`config.mk`:
```
export PLATFORM = sky130hd
export DESIGN_NAME = line_packer
export DESIGN_NICKNAME = d
export VERILOG_FILES = /design/src/rtl/line_packer.sv
export SDC_FILE = /design/constraint.sdc
export NUM_CORES = 2
export LEC_CHECK = 0
export ABC_CLOCK_PERIOD_IN_PS = 35200
export BUFFER_PORTS_ARGS = -buffer_cell sky130_fd_sc_hd__buf_2
export CORE_AREA = 2 2 276 482
export DETAILED_ROUTE_END_ITERATION = 12
export DIE_AREA = 0 0 278 484
export SLEW_MARGIN = 20
export SYNTH_ARGS = -nofsm -noshare
export SYNTH_HDL_FRONTEND = slang
export SYNTH_SLANG_ARGS = --single-unit
```
`constraint.sdc`:
```
create_clock -name clk -period 35.2 [get_ports clk]
set_clock_uncertainty 0.15 [all_clocks]
set_input_delay 3.52 -clock clk [delete_from_list [all_inputs] [get_ports clk]]
set_output_delay 3.52 -clock clk [all_outputs]
set_load 0.01 [all_outputs]
```
`src/rtl/line_packer.sv`:
```
// ---------------------------------------------------------------------------
// line_packer
//   Packs 24-bit pixels into 512-bit line words. Pixel k of a word lands in
//   bits [DATA_W*k +: DATA_W], with k=0 at the LSB. A word is closed either
//   when all PIX_PER_WORD slots are filled or when a pixel tagged i_last is
//   taken. Slots that were never written are zero. The write side is the
//   counterpart of the line unpacker.
//
//   There is one assembly register and one output register. A finished word
//   that cannot move to the output register is parked in the assembly
//   register. While it is parked, o_ready is deasserted.
//
//   Optional feature (macro LINE_PACK_TAG_EN):
//     defined   : o_lineImg[LINE_W-1 : DATA_W*PIX_PER_WORD] holds the
//                 number of valid pixels in the word (1..PIX_PER_WORD).
//     undefined : those bits are constant zero.
//
// Ports
//   clk        in   rising-edge clock
//   reset      in   asynchronous, active-high reset
//   i_pix      in   [DATA_W-1:0] input pixel
//   i_valid    in   i_pix valid
//   i_last     in   i_pix is the last pixel of an image line
//   o_ready    out  packer accepts i_pix this cycle
//   o_lineImg  out  [LINE_W-1:0] packed word
//   o_valid    out  o_lineImg valid
//   o_lineEnd  out  word holds the last pixel of a line
//   i_ready    in   downstream accepts o_lineImg this cycle
// ---------------------------------------------------------------------------
module line_packer #(
    parameter int DATA_W = 24,
    parameter int LINE_W = 512
) (
    input  logic              clk,
    input  logic              reset,
    input  logic [DATA_W-1:0] i_pix,
    input  logic              i_valid,
    input  logic              i_last,
    output logic              o_ready,
    output logic [LINE_W-1:0] o_lineImg,
    output logic              o_valid,
    output logic              o_lineEnd,
    input  logic              i_ready
);

    localparam int PIX_PER_WORD = LINE_W / DATA_W;
    localparam int DATA_BITS    = DATA_W * PIX_PER_WORD;
    localparam int TAG_W        = LINE_W - DATA_BITS;
    localparam int CNT_W        = $clog2(PIX_PER_WORD + 1);

    logic [DATA_BITS-1:0] asm_q;
    logic [CNT_W-1:0]     cnt_q;       // pixels in asm_q (also valid while pending)
    logic                 pending_q;
    logic                 pend_last_q;

    logic [LINE_W-1:0]    img_q;
    logic                 valid_q;
    logic                 line_end_q;

    logic                 out_free;
    logic                 accept;
    logic                 complete;
    logic                 load_new;
    logic                 load_pend;
    logic                 load;
    logic [DATA_BITS-1:0] merged;
    logic [DATA_BITS-1:0] load_data;
    logic                 load_last;
    logic [TAG_W-1:0]     tag;

    assign out_free  = !valid_q || i_ready;
    assign accept    = i_valid && !pending_q;
    assign complete  = accept && ((cnt_q == CNT_W'(PIX_PER_WORD - 1)) || i_last);
    assign load_new  = complete && out_free;
    assign load_pend = pending_q && out_free;
    assign load      = load_new || load_pend;

    // Slots above cnt_q are still zero, so replacing the selected slot is
    // the same as OR-ing the pixel in.
    for (genvar k = 0; k < PIX_PER_WORD; k++) begin : g_slot
        assign merged[k*DATA_W +: DATA_W] =
            (cnt_q == CNT_W'(k)) ? i_pix : asm_q[k*DATA_W +: DATA_W];
    end

    assign load_data = pending_q ? asm_q : merged;
    assign load_last = pending_q ? pend_last_q : i_last;

`ifdef LINE_PACK_TAG_EN
    // A parked word already counts its closing pixel. A word closing in this
    // cycle adds one for the pixel being taken now.
    logic [CNT_W-1:0] load_cnt;
    assign load_cnt = pending_q ? cnt_q : (cnt_q + CNT_W'(1));
    assign tag      = TAG_W'(load_cnt);
`else
    assign tag      = '0;
`endif

    always_ff @(posedge clk or posedge reset) begin
        if (reset) begin
            asm_q       <= '0;
            cnt_q       <= '0;
            pending_q   <= 1'b0;
            pend_last_q <= 1'b0;
            img_q       <= '0;
            valid_q     <= 1'b0;
            line_end_q  <= 1'b0;
        end else begin
            // Output register
            if (load) begin
                img_q      <= {tag, load_data};
                line_end_q <= load_last;
                valid_q    <= 1'b1;
            end else if (i_ready) begin
                valid_q    <= 1'b0;
            end

            // Assembly register
            if (load) begin
                asm_q       <= '0;
                cnt_q       <= '0;
                pending_q   <= 1'b0;
                pend_last_q <= 1'b0;
            end else if (accept) begin
                asm_q <= merged;
                cnt_q <= cnt_q + CNT_W'(1);
                if (complete) begin
                    pending_q   <= 1'b1;
                    pend_last_q <= i_last;
                end
            end
        end
    end

    assign o_ready   = !pending_q;
    assign o_lineImg = img_q;
    assign o_valid   = valid_q;
    assign o_lineEnd = line_end_q;

endmodule

```
==> results.sh <==
export IMPL_status="complete, no violations"
export IMPL_design_area_sq_mm=0.0512
export IMPL_dr_wl_met3_um=8210
export IMPL_multiInputGateArea_sq_mm=0.0167
export IMPL_dr_pass1_iters=5
export IMPL_synth_largest_area_cell="dfrtp_1"
export IMPL_post_route_min_period_ns=8.05
export IMPL_synth_edf_count=0
export IMPL_gp_congestion=0.764
export IMPL_avgSynthCellArea_sq_um=9.56
export IMPL_synth_top_area_share_pct=57.6
export IMPL_die_area_sq_mm=0.135
export IMPL_fp_coreArea_sq_mm=0.131
export IMPL_syn2layout_area_growth_pct=15.8
export IMPL_finalSetupViolations=0
export IMPL_ys_seq_elements=1017
export IMPL_yosysWarnings=0
export IMPL_h_tree_depth=3
export IMPL_grt_pass1_vias=32400
export IMPL_maxSlewViolCount=0
export IMPL_final_hold_viol_count=0
export IMPL_grt_antenna_before_repair=7
export IMPL_die_width_um=278
export IMPL_dp_final_hpwl_um=84700
export IMPL_avgRoutedWirePerCell_um=21.3
export IMPL_wl_met2_um=69200
export IMPL_drt_total_wl_um=142000
export IMPL_synth_async_reset_ratio_pct=100
export IMPL_cts_clk_slew_worst_paths_ns=0.06
export IMPL_slowest_stage="buf_4"
export IMPL_fillers=13000
export IMPL_ctsRootBufferMaster="clkbuf_16"
export IMPL_hold_path_class="reg -> reg"
export IMPL_drive_gt1_share_pct=16.6
export IMPL_cts_made_buffers=97
export IMPL_io_pins=544
export IMPL_track_usage_pct=20.8
export IMPL_finalCritPeriodShare_pct=22.9
export IMPL_cts_hold_buffers_added=0
export IMPL_die_h_um=484
export IMPL_antenna_left=0
export IMPL_synthTopCellsByArea="dfrtp_1, a21oi_1, mux2i_1"
export IMPL_holdWs_ns=0.368
export IMPL_drv_cap=0
export IMPL_wl_met1_um=59400
export IMPL_fin_ws_ns=27.15
export IMPL_cts_tree="built"
export IMPL_detail_route_vias_per_cell=5.04
export IMPL_irDropWorstVdd_v=0.0000431
export IMPL_synthFlopType="dfrtp_1"
export IMPL_crit_path_end_kind="asynchronous set/reset pin"
export IMPL_seq_area_frac_synth_pct=57.6
export IMPL_clockBufferDepth=3
export IMPL_grt_ovfl_total=0
export IMPL_cpPeakStageDelay_ns=0.88
export IMPL_post_cts_buffers=0
export IMPL_ys_types=45
export IMPL_cts_sinks=1017
export IMPL_worstPathRequired_ns=35.79
export IMPL_rows=176
export IMPL_netlist_instances=4622
export IMPL_final_nets=4920
export IMPL_critical_path_top_delay_family="buffers and inverters"
export IMPL_top_layer="met5"
export IMPL_insertion_delay_ns=0.69
export IMPL_io_buffers=535
export IMPL_register_area_sq_mm=0.0254
export IMPL_tightestPinTransition_ns=1.15
export IMPL_post_cts_resized=0
export IMPL_drt_iter0_drc=2625
export IMPL_cpMostUsedCell="buf_4"
export IMPL_criticalPathCategory="in -> async"
export IMPL_via_count=33600
export IMPL_drc_errors=0
export IMPL_path_cells="buf_2, inv_8, buf_4, buf_4, buf_4, buf_4, buf_6"
export IMPL_syn_area_sq_mm=0.0442
export IMPL_grt_pass1_wl_um=211000
export IMPL_dp_cells=6477
export IMPL_cp_arrival_ns=8.64
export IMPL_p_leak_nw=24.4
export IMPL_fmax_mhz=124
export IMPL_setup_tns_ns=0
export IMPL_layout_cells_non_filler=6663
export IMPL_p_per_area_mw_per_mm2=62.0
export IMPL_rsz0062_at_grt="no"
export IMPL_cp_start_kind="primary input"
export IMPL_grt_max_degree=252
export IMPL_placed_area_sq_mm=0.0476
export IMPL_path_buf_inv=7
export IMPL_pre_cts_slack_ns=25.80
export IMPL_relSlewSlack_pct=23.3
export IMPL_initial_core_util_pct=33.7
export IMPL_worstPathMaxFanout=120
==> cells in the mapped netlist (2+ instances only) <==
cell type and instances:
nand2b_1 4, a21oi_1 1011, and2_0 4, buf_2 211
nand4_1 2, nor2_1 517, a22oi_1 2, nand2_1 1036
buf_4 43, nand3_1 8, a21o_1 2, and3_1 7
mux2i_1 504, nor2b_1 10, nand4bb_1 2, nor3_2 2
buf_1 19, and4bb_2 4, dfrtp_1 1017, clkbuf_1 178
ha_1 5, and2_1 3, nor3b_2 2, nand3_2 4
inv_1 5
==> routing by layer <==
layer / vias up / global-route usage [%]
li1: 15800 / -
met1: 16600 / 26.8
met2: 1013 / 34.5
met3: 220 / 3.59
met4: 8 / 8.52
met5: - / 0
==> worst paths after layout <==
check	start	end	slack, ns	depth (start not counted)
max	reset	asm_q[319]	27.15	7
min	asm_q[67]	asm_q[67]	0.37	2
max reg2reg	cnt_q[0]	o_lineImg[24]	29.52	10
min reg2reg	asm_q[67]	asm_q[67]	0.37	2
max in group clk	i_valid	o_lineImg[24]	27.51	9
min in group asynchronous	reset	o_lineImg[135]	2.85	2
==> metrics by stage <==
stage / utilization (%) / power [mW]
floorplan: - / 1.77
global placement: 36.3 / 2.03
detailed placement: 36.3 / 2.04
CTS: 39.0 / 3.21
global route: 39.0 / 3.32
finish: 39.1 / 3.17
==> flip-flops by register name (all words and copies together), names as in the netlist <==
signal and flops:
pend_last_q 1, asm_q 504, o_lineImg 504, o_valid 1, cnt_q 5, o_lineEnd 1
pending_q 1
==> where the power goes <==
part	switching, mW	total, mW	internal, mW
clock	0.488	1.16	0.670
combinational	0.369	0.577	0.207
sequential	0.113	1.44	1.33
total	0.970	3.17	2.20
==> area by class of cell <==
type                    count  share of cell area, %
multi-input cells        3155                   32.7
clock buffers             130                   5.42
repair buffers            610                   6.50
clock inverters            52                   1.46
flip-flops and latches   1017                   49.7
diodes                      3                 0.0147
well taps                1691                   4.13
inverters                   5                 0.0513
==> worst register-to-register path, delay by kind of cell (launching register included) <==
| kind | cells | cell delay [ns] |
|---|---|---|
| AND/OR/NAND/NOR | 2 | 0.51 |
| buffers and inverters | 5 | 3.67 |
| AO/OA/AOI/OAI | 2 | 0.54 |
| adder cells (fa/ha/maj) | 1 | 0.33 |
| flip-flops | 1 | 0.41 |
==> cell families after synthesis <==
group,count (synthesis),share of synthesized area [%]
compound gates,1022,11.6
xor+xnor,1,0.0198
fa+ha+maj,5,0.142
buf+inv,457,4.85
flops,1017,57.6
mux,505,11.4
other cells,1,0.00849
simple gates,1614,14.3
==> layout by cell type, fill, tap and decap left out, types with 5 or more instances in the layout <==
| cell type | n |
|---|---|
| inv_6 | 6 |
| nor2_2 | 7 |
| nand2_2 | 10 |
| a21oi_1 | 1011 |
| nor2_1 | 511 |
| buf_2 | 533 |
| clkbuf_1 | 13 |
| clkinvlp_4 | 5 |
| buf_4 | 71 |
| nand2_1 | 1027 |
| ha_1 | 5 |
| clkinv_8 | 5 |
| clkbuf_16 | 99 |
| dfrtp_1 | 1017 |
| conb_1 | 8 |
| clkinv_2 | 16 |
| bufinv_16 | 15 |
| nor2b_1 | 5 |
| nand3_2 | 5 |
| clkbuf_8 | 18 |
| mux2i_1 | 504 |
| nand3_1 | 7 |
Power figures use the tool's default switching activity.
